## src/rtl/ex_muldiv_pkg.sv

```systemverilog
// Shared encodings for the iterative RV32M multiply/divide unit.
// Holds the M-extension opcode fields, FSM state encoding and register-address type.
package ex_muldiv_pkg;

    localparam logic TRUE  = 1'b1;
    localparam logic FALSE = 1'b0;

    localparam int unsigned REG_ADDR_W = 5;
    typedef logic [REG_ADDR_W-1:0] reg_addr_t;

    localparam logic [6:0] INST_FUNCT7_M = 7'b0000001;

    localparam logic [2:0] INST_FUNCT3_MUL    = 3'b000;
    localparam logic [2:0] INST_FUNCT3_MULH   = 3'b001;
    localparam logic [2:0] INST_FUNCT3_MULHSU = 3'b010;
    localparam logic [2:0] INST_FUNCT3_MULHU  = 3'b011;
    localparam logic [2:0] INST_FUNCT3_DIV    = 3'b100;
    localparam logic [2:0] INST_FUNCT3_DIVU   = 3'b101;
    localparam logic [2:0] INST_FUNCT3_REM    = 3'b110;
    localparam logic [2:0] INST_FUNCT3_REMU   = 3'b111;

    typedef enum logic [1:0] {
        EX_MD_IDLE = 2'd0,
        EX_MD_CALC = 2'd1,
        EX_MD_DONE = 2'd2
    } ex_md_state_e;

endpackage

```

## src/rtl/muldiv_iter_core.sv

```systemverilog
// Unsigned one-bit-per-cycle datapath: shift-add multiply and restoring divide.
// The accumulator's high half is the partial product / remainder, the low half the multiplier / quotient.
module muldiv_iter_core #(
    parameter int unsigned XLEN = 32
) (
    input  logic              clk,
    input  logic              rst,
    input  logic              load,
    input  logic              step,
    input  logic              is_div,
    input  logic [XLEN-1:0]   mag1,
    input  logic [XLEN-1:0]   mag2,
    output logic [2*XLEN-1:0] product,
    output logic [XLEN-1:0]   quotient,
    output logic [XLEN-1:0]   remainder
);

    logic [2*XLEN-1:0] acc_q, acc_d;
    logic [XLEN-1:0]   opb_q;
    logic [XLEN-1:0]   mul_addend;
    logic [XLEN:0]     add_sum;
    logic [XLEN:0]     trial;

    always_comb begin
        mul_addend = acc_q[0] ? opb_q : '0;
        add_sum    = {1'b0, acc_q[2*XLEN-1:XLEN]} + {1'b0, mul_addend};
        // Shifted-in remainder minus divisor; MSB set means the subtraction must be undone.
        trial      = {acc_q[2*XLEN-1:XLEN], acc_q[XLEN-1]} - {1'b0, opb_q};
        acc_d      = acc_q;
        if (is_div) begin
            if (!trial[XLEN]) begin
                acc_d = {trial[XLEN-1:0], acc_q[XLEN-2:0], 1'b1};
            end else begin
                acc_d = {acc_q[2*XLEN-2:0], 1'b0};
            end
        end else begin
            acc_d = {add_sum, acc_q[XLEN-1:1]};
        end
    end

    always_ff @(posedge clk) begin
        if (rst) begin
            acc_q <= '0;
            opb_q <= '0;
        end else if (load) begin
            acc_q <= {{XLEN{1'b0}}, mag1};
            opb_q <= mag2;
        end else if (step) begin
            acc_q <= acc_d;
        end
    end

    assign product   = acc_q;
    assign quotient  = acc_q[XLEN-1:0];
    assign remainder = acc_q[2*XLEN-1:XLEN];

endmodule

```

## src/rtl/ex_muldiv.sv

```systemverilog
// Iterative RV32M multiply/divide unit: pauses the pipeline for XLEN cycles,
// then issues one write-back with an unpause pulse. Flush aborts silently.
module ex_muldiv
    import ex_muldiv_pkg::*;
#(
    parameter int unsigned XLEN = 32
) (
    input  logic            clk,
    input  logic            rst,
    input  logic            flush_signal,
    input  logic            req_valid,
    input  logic [2:0]      req_funct3,
    input  logic [4:0]      req_rd,
    input  logic [XLEN-1:0] operand1,
    input  logic [XLEN-1:0] operand2,
    output logic            busy,
    output logic            pause_signal,
    output logic            unpause_signal,
    output logic            regs_write_en,
    output logic [4:0]      regs_write_addr,
    output logic [XLEN-1:0] regs_write_data
);

    localparam int unsigned     CNT_W   = $clog2(XLEN) + 1;
    localparam logic [XLEN-1:0] MIN_INT = {1'b1, {(XLEN-1){1'b0}}};

    ex_md_state_e     state_q, state_d;
    logic [2:0]       funct3_q;
    reg_addr_t        rd_q;
    logic             sign1_q, sign2_q, div0_q, ovf_q;
    logic [CNT_W-1:0] cnt_q;

    logic             accept, op_signed1, op_signed2, sign1, sign2, req_div0, req_ovf;
    logic [XLEN-1:0]  mag1, mag2;
    logic [2*XLEN-1:0] product, prod_fix;
    logic [XLEN-1:0]  quotient, remainder, quo_res, rem_res, result;

    assign accept     = (state_q == EX_MD_IDLE) && req_valid && !flush_signal;
    assign op_signed1 = (req_funct3 != INST_FUNCT3_MULHU) && (req_funct3 != INST_FUNCT3_DIVU) &&
                        (req_funct3 != INST_FUNCT3_REMU);
    assign op_signed2 = op_signed1 && (req_funct3 != INST_FUNCT3_MULHSU);
    assign sign1      = op_signed1 && operand1[XLEN-1];
    assign sign2      = op_signed2 && operand2[XLEN-1];
    assign mag1       = sign1 ? -operand1 : operand1;
    assign mag2       = sign2 ? -operand2 : operand2;
    assign req_div0   = req_funct3[2] && (operand2 == '0);
    assign req_ovf    = req_funct3[2] && !req_funct3[0] && (operand1 == MIN_INT) &&
                        (operand2 == '1);

    always_ff @(posedge clk) begin
        if (rst) begin
            state_q <= EX_MD_IDLE;
        end else begin
            state_q <= state_d;
        end
    end

    always_comb begin
        state_d = state_q;
        unique case (state_q)
            EX_MD_IDLE: begin
                if (accept) begin
                    state_d = (req_div0 || req_ovf) ? EX_MD_DONE : EX_MD_CALC;
                end
            end
            EX_MD_CALC: begin
                if (cnt_q == CNT_W'(XLEN - 1)) begin
                    state_d = EX_MD_DONE;
                end
            end
            EX_MD_DONE: state_d = EX_MD_IDLE;
            default:    state_d = EX_MD_IDLE;
        endcase
        if (flush_signal) begin
            state_d = EX_MD_IDLE;
        end
    end

    always_ff @(posedge clk) begin
        if (rst) begin
            funct3_q <= '0;
            rd_q     <= '0;
            sign1_q  <= FALSE;
            sign2_q  <= FALSE;
            div0_q   <= FALSE;
            ovf_q    <= FALSE;
            cnt_q    <= '0;
        end else if (accept) begin
            funct3_q <= req_funct3;
            rd_q     <= req_rd;
            sign1_q  <= sign1;
            sign2_q  <= sign2;
            div0_q   <= req_div0;
            ovf_q    <= req_ovf;
            cnt_q    <= '0;
        end else if (state_q == EX_MD_CALC) begin
            cnt_q <= cnt_q + CNT_W'(1);
        end
    end

    muldiv_iter_core #(
        .XLEN(XLEN)
    ) u_core (
        .clk       (clk),
        .rst       (rst),
        .load      (accept),
        .step      (state_q == EX_MD_CALC),
        .is_div    (funct3_q[2]),
        .mag1      (mag1),
        .mag2      (mag2),
        .product   (product),
        .quotient  (quotient),
        .remainder (remainder)
    );

    always_comb begin
        prod_fix = (sign1_q ^ sign2_q) ? -product : product;
        quo_res  = (sign1_q ^ sign2_q) ? -quotient : quotient;
        rem_res  = sign1_q ? -remainder : remainder;
        // No iterations ran on divide-by-zero, so the low half still holds |operand1|.
        if (div0_q) begin
            quo_res = '1;
            rem_res = sign1_q ? -quotient : quotient;
        end else if (ovf_q) begin
            quo_res = MIN_INT;
            rem_res = '0;
        end
        case (funct3_q)
            INST_FUNCT3_MUL:                      result = prod_fix[XLEN-1:0];
            INST_FUNCT3_DIV, INST_FUNCT3_DIVU:    result = quo_res;
            INST_FUNCT3_REM, INST_FUNCT3_REMU:    result = rem_res;
            default:                              result = prod_fix[2*XLEN-1:XLEN];
        endcase
    end

    always_comb begin
        busy            = (state_q != EX_MD_IDLE);
        pause_signal    = (state_q == EX_MD_CALC);
        unpause_signal  = (state_q == EX_MD_DONE) && !flush_signal;
        regs_write_en   = unpause_signal && (rd_q != '0);
        regs_write_addr = rd_q;
        regs_write_data = (state_q == EX_MD_DONE) ? result : '0;
    end

endmodule

```

## config.mk

```make
export PLATFORM = sky130hd
export DESIGN_NAME = ex_muldiv
export DESIGN_NICKNAME = d
export VERILOG_FILES = /design/src/rtl/ex_muldiv_pkg.sv /design/src/rtl/muldiv_iter_core.sv /design/src/rtl/ex_muldiv.sv
export SDC_FILE = /design/constraint.sdc
export NUM_CORES = 1
export LEC_CHECK = 0
export BUFFER_PORTS_ARGS = -buffer_cell sky130_fd_sc_hd__buf_4
export CORE_MARGIN = 2
export CORE_UTILIZATION = 57
export CTS_CLUSTER_SIZE = 20
export DETAILED_ROUTE_END_ITERATION = 8
export HOLD_SLACK_MARGIN = 0.02
export PLACE_DENSITY = 0.79
export SYNTH_ARGS = -nofsm -noshare
export SYNTH_HDL_FRONTEND = slang
export SYNTH_HIERARCHICAL = 1
export SYNTH_SLANG_ARGS = --single-unit
```

## constraint.sdc

```tcl
create_clock -name clk -period 3.4 [get_ports clk]
set_input_delay 0.17 -clock clk [delete_from_list [all_inputs] [get_ports clk]]
set_output_delay 0.17 -clock clk [all_outputs]
set_load 0.01 [all_outputs]
```

# After elaboration in Yosys (flattened, before gate mapping)

Cells that the tools add are included.

Latch bits: 0
Word-level logic and storage cells: 83
Bits of input ports: 76
ROM bits: 0
Memories kept: 0
Output and inout bits: 41
Bits in writable memories: 0
Register bits after elaboration: 116

Add/sub/neg operators: 8
Reduce and logical (&&, ||, !) cells: 27
Magnitude comparators: 0
Divide/modulo/power cells: 0
Multiply operators: 0
Eq/ne operators: 15
Shift operators: 0
Bitwise operators: 1
Multiplexer cells: 21

Operator list:

| operator                                                         | count |
|---|---|
| 32-bit 2-to-1 mux                                                | 13 |
| 64-bit 2-to-1 mux                                                | 3 |
| 32-bit negation                                                  | 4 |
| 32-bit one-hot mux with 3 select lines                           | 1 |
| 32-bit == test (second input constant)                           | 2 |
| 64-bit negation                                                  | 1 |
| 32-bit by 32-bit adder with 33-bit output                        | 1 |
| 33-bit by 32-bit subtractor with 33-bit output                   | 1 |
| 32-bit logical NOT                                               | 1 |
| 1-bit logical AND                                                | 13 |
| 3-bit == test (second input constant)                            | 4 |
| 2-bit OR reduction                                               | 4 |
| 6-bit by 1-bit adder with 6-bit output (second input constant)   | 1 |
| 6-bit by 5-bit == test with 1-bit output (second input constant) | 1 |
| 2-bit 2-to-1 mux                                                 | 3 |
| 3-bit by 2-bit != test with 1-bit output (second input constant) | 2 |
| 3-bit != test (second input constant)                            | 2 |
| 5-bit nonzero test                                               | 1 |
| 2-bit one-hot mux with 2 select lines                            | 1 |
| 2-bit nonzero test                                               | 2 |
| 3-bit logical NOT                                                | 1 |
| 2-bit by 1-bit == test with 1-bit output (second input constant) | 1 |
| 2-bit == test (second input constant)                            | 1 |
| 1-bit logical NOT                                                | 2 |
| 6 further kinds                                                  | 6 |

# Depth between registers and ports, before layout

Depth in word-level cells: 8
Gate-level depth with buffers: 14
Gate-level depth less buffers: 12

# Hierarchy

Netlist, hierarchy kept.

By module, submodules not included:

| module           | cells each | seq. area each (um2) | times used | area an instance (um2) |
|---|---|---|---|---|
| muldiv_iter_core | 1,108      | 1,921.8              | 1          | 8,554.5 |
| ex_muldiv        | 1,112      | 400.4                | 1          | 7,120.6 |

# Least setup slack after synthesis

Ideal clock, no wire load.

Path type: register to register
Start: register u_core.acc_q[0] (netlist: u_core/product[0])
End: register u_core.acc_q[61] (netlist: u_core/product[61])
Setup time: 86 ps
Cell stages (with the launch flop): 14
Arrival time: 3,150 ps
Path slack: 164 ps
Required time: 3,314 ps
Period minus slack after synthesis: 3,236 ps
Path buffers: 1
Cell sequence: dfxtp_1 > clkbuf_1 > and2_1 > ha_1 > fa_1 > a211oi_1 > o21ai_1 > o2111ai_1 > a2111oi_0 > o31ai_1 > o21ai_1 > a221oi_1 > xor2_1 > a211oi_1

Word-level cells in the longest chain between the ends: 3

Ends and longest elaborated chain:

| element                                   | line                   | source |
|---|---|---|
| from (decl)                               | muldiv_iter_core.sv:18 | `logic [2*XLEN-1:0] acc_q, acc_d;` |
| from (signal assigned)                    | muldiv_iter_core.sv:46 | `acc_q <= {{XLEN{1'b0}}, mag1};` |
| 32-bit 2-to-1 mux                         | muldiv_iter_core.sv:25 | `mul_addend = acc_q[0] ? opb_q : '0;` |
| 32-bit by 32-bit adder with 33-bit output | muldiv_iter_core.sv:26 | `add_sum = {1'b0, acc_q[2*XLEN-1:XLEN]} + {1'b0, mul_addend};` |
| 64-bit 2-to-1 mux                         | muldiv_iter_core.sv:30 | `if (is_div) begin` |

Every way passes these cells.
A chain may end at the register's enable or synchronous reset.

# Final worst setup path

Start: register u_core.acc_q[56] (netlist: u_core/product[56])
End: output port regs_write_data[31]

Word-level cells in the longest chain between the ends: 6
Elaborated cells on any way between the ends: 8
Those cells by class: 2 x add/sub; 6 x mux

Ends and longest elaborated chain:

| element                                    | line             | source |
|---|---|---|
| 32-bit negation                            | ex_muldiv.sv:119 | `rem_res = sign1_q ? -remainder : remainder;` |
| 32-bit 2-to-1 mux                          | ex_muldiv.sv:119 |  |
| 32-bit 2-to-1 mux                          | ex_muldiv.sv:124 | `end else if (ovf_q) begin` |
| 32-bit 2-to-1 mux                          | ex_muldiv.sv:121 | `if (div0_q) begin` |
| 32-bit one-hot mux with 3 select lines (*) | ex_muldiv.sv:128 | `case (funct3_q)` |
| 32-bit 2-to-1 mux (*)                      | ex_muldiv.sv:142 | `regs_write_data = (state_q == EX_MD_DONE) ? result : '0;` |
| to (decl)                                  | ex_muldiv.sv:21  | `output logic [XLEN-1:0] regs_write_data` |

Every way passes the cells marked *; elsewhere a longest branch is shown, timed or not.

==> metrics.txt <==
reg2reg setup slack=0.08 ns; grt ovf=0; max layer used=met4; sequential element share of the synthesized area=14.81%; Worst Path Required=3.23 ns; top cell type's share of synthesized area=14.81%; most frequent cell on the critical path=buf_4; final hold vios=0; PnR worst setup slack=-0.05164 ns; port buffer count=116; maximum vdd drop=0.0002700 V; Final Core Density=69.18%; largest area contributor in the netlist=dfxtp_1; CTS Sinks=116; mapped cell area=0.01568 mm^2; Critical Path End Type=output pin; EDFF count, synth=0; Fin Setup TNS=-0.05164 ns; fmax=289.7 MHz; pin count of the biggest net entering global routing=81; TritonCTS clock tree=done; fin cells=2723; CTS Root Cell=clkbuf_16; H-tree depth=4; Detailed Route WL=64500 um; Final Net Count=2518; highest-delay cell along the critical path=or3_1; largest cells by area after synthesis=dfxtp_1 15%, xor2_1 6.5%, nor2_1 6.3%; FF-to-FF Start=u_core/opb_q[12]; Critical path buffers and inverters=3; Mapped Nets=2369; pwr/cell area=334.3 mW/mm^2; vias per cell=6.874; post-route clock skew=0.01272 ns; first-pass GRT wire length=96570 um; period utilization=101.5%; crit start category=flip-flop; Yosys reg bits=116; Final Setup Violations=1; wire length on met2=29150 um; Syn Area/Cell=7.061 um^2; unrepaired setup endpoints after global routing=true; share of post-route cells with drive strength above 1=19.48%; Hold WC Path Type=in -> reg; Initial Util=58.16%; Detail Route Antenna Nets=0; simple-gate portion of the synthesized area=24.10%; synth warn=6; clock insertion delay at the later pin of the skew report=0.43 ns; FF-to-FF path depth=12; row count=60; Critical Path AT=3.28 ns; Power, Total=0.006233 W; via total after detailed routing=18717; worst slew pin tran=1.331 ns; Crit path max-delay family=simple AND/OR/NAND/NOR gates; wire per inst=23.69 um; largest family of logic cells by synthesized area=compound AO/OA/AOI/OAI gates; crit path to=regs_write_data[31]; met3 WL=6581 um; critical-path maximum fanout=9; Adder-Cell Fraction of Synth Area=5.923%; clk slew on worst S/H paths=0.07 ns; Die Wd=169.8 um; Die H=169.8 um; status=finished with violations; antenna violations before repair=0; Synth cell types=88; CTS Buf Count=17; post-synthesis compound-gate area fraction=28.07%; Worst path max stage delay=0.39 ns; drt pass-1 iters=8; final-report max-slew violation count=0; # diodes=0; Boundary Pins=117; Post-Synth XOR/XNOR Area=12.40%; Core Box Area=0.02695 mm^2; DP Wirelength=47870 um; crit path from=u_core/product[56]; Met1 Wirelength=24160 um; Placed Cells=2670; full die area=0.02884 mm^2; ys async rst share=0%; Levels on crit path=10; max-cap viol count=0; area of placed instances=0.01743 mm^2; ys flop type=dfxtp_1; r2r endpoint=u_core/product[37]; DRC viols=0; clock buffer depth=2; leak pwr=7.564 nW; DRT iter0 DRCs=2490; CP Class=reg -> out; Tmin final=3.452 ns; Total GRT Usage=42.79%; worst-path cell chain=buf_4, or3_1, or2_2, or3_1, nor3_2, mux2i_1, o2111a_1, a211oi_1, buf_4, buf_4; vias in the first global route=17176; multiplexer area fraction after synthesis=6.370%; Final Instance Area=0.01865 mm^2; Synth Instances=2220; P&R area growth vs syn=18.95%; Final Wtd Congestion=1.062; failing checks=setup timing; relative slew slack=11.25%
-- cell families (layout without fill, tap and decap cells) --
logic type                 Yosys count  after routing
and+or+nand+nor                    765            765
AOI/OAI and AO/OA                  670            670
xor gates and xnor gates           222            222
muxes                               99             99
DFF                                116            116
buffers and inverters              275            437
adders and majority gates           73             73
-- cell usage after synthesis (all sizes together) (8+ instances only) --
cell type,instances
a2111oi,8
a211oi,67
a21o,19
a21oi,190
a221oi,11
a22oi,9
a31oi,34
a41oi,8
and2,44
and3,12
buf,93
clkbuf,101
dfxtp,116
ha,71
inv,79
mux2i,93
nand2,152
nand2b,20
nand3,31
nand4,31
nor2,262
nor2b,12
nor3,84
nor4,40
o211ai,24
o21a,13
o21ai,126
o21bai,8
o221ai,13
o22ai,16
o31ai,39
o41ai,19
or2,9
or3,24
or4,20
xnor2,105
xor2,117
-- per-stage QoR --
stage,hold slack [ns],worst slack [ns]
2_1_floorplan,0.2391,0.1642
3_3_place_gp,0.3616,0.06117
3_5_place_dp,0.3664,0.02628
4_1_cts,0.03322,-0.08386
5_1_grt,0.05411,-0.1127
6_report,0.05400,-0.05164
-- sequential cells by signal, indices dropped and copies added (netlist names) --
| register | cells |
|---|---|
| ovf_q | 1 |
| div0_q | 1 |
| regs_write_addr | 5 |
| u_core/opb_q | 32 |
| funct3_q | 3 |
| cnt_q | 6 |
| state_q | 2 |
| u_core/product | 64 |
| sign1_q | 1 |
| sign2_q | 1 |
-- timing repair --
item | CTS | global route
endpoints found under the setup margin | 28 | 36
gates resized for setup | 16 | 70
pin swaps | 6 | 16
endpoints found under the hold margin | 7 | 0
hold buffers | 7 | 0
cloned | 0 | 2
buffers inserted | 6 | 6
-- per-layer routing --
layer	track usage (%)	vias to the layer above
li1	-	8414
met1	52.08	8647
met4	24.56	0
met2	71.11	1316
met5	0	-
met3	7.674	340
-- placed cells by master, fill, tap and decap left out, types with 9 or more instances in the layout --
| cell | count |
|---|---|
| or4_1 | 15 |
| xor2_1 | 115 |
| nor2b_1 | 10 |
| a21oi_1 | 188 |
| o221ai_1 | 12 |
| nand4_1 | 30 |
| or3_1 | 22 |
| nor4_1 | 28 |
| inv_1 | 77 |
| mux2i_1 | 93 |
| nor4_2 | 9 |
| ha_1 | 67 |
| nor3_1 | 75 |
| a21o_1 | 19 |
| and2_1 | 44 |
| or2_2 | 9 |
| dfxtp_1 | 109 |
| nand3_1 | 31 |
| o21ai_0 | 118 |
| and3_1 | 11 |
| nand2b_1 | 20 |
| xnor2_1 | 103 |
| o41ai_1 | 13 |
| buf_4 | 312 |
| o211ai_1 | 24 |
| o22ai_1 | 16 |
| nand2_1 | 151 |
| o31ai_1 | 36 |
| a31oi_1 | 32 |
| clkbuf_16 | 19 |
| nor2_1 | 260 |
| o21a_1 | 13 |
| a211oi_1 | 59 |
-- layout make-up --
class	instances	area, um^2
sequential	116	2333
multi-input combinational	1829	12440
timing repair buffer	324	2517
clock inverter	12	177.7
fill	2282	8305
clock buffer	20	446.7
tap	341	426.7
inverter	81	306.5
-- worst min-delay path by stage --
| stage | from | to | slack, ns | depth (start not counted) |
|---|---|---|---|---|
| after global routing | req_funct3[0] | funct3_q[0] | 0.05 | 3 |
| after detailed placement | flush_signal | state_q[0] | 0.37 | 2 |
| after global placement | flush_signal | state_q[0] | 0.36 | 2 |
| final | req_funct3[1] | funct3_q[1] | 0.05 | 3 |
| after floorplan | rst | regs_write_addr[1] | 0.24 | 1 |
| after CTS | req_funct3[1] | funct3_q[1] | 0.03 | 3 |
-- power by group --
| group | internal, W | total (W) | switching (W) |
|---|---|---|---|
| logic | 0.00108 | 0.00269 | 0.00161 |
| registers | 0.00143 | 0.00152 | 0.0000948 |
| clock network | 0.00125 | 0.00202 | 0.000771 |
-- tightest hold or removal path: cells and delay by family --
kind                   cells  cell delay, ns
buffers and inverters      1            0.14
AND/OR/NAND/NOR            1            0.07
AO/OA/AOI/OAI              1            0.06
(Power assumes the default switching activity.)
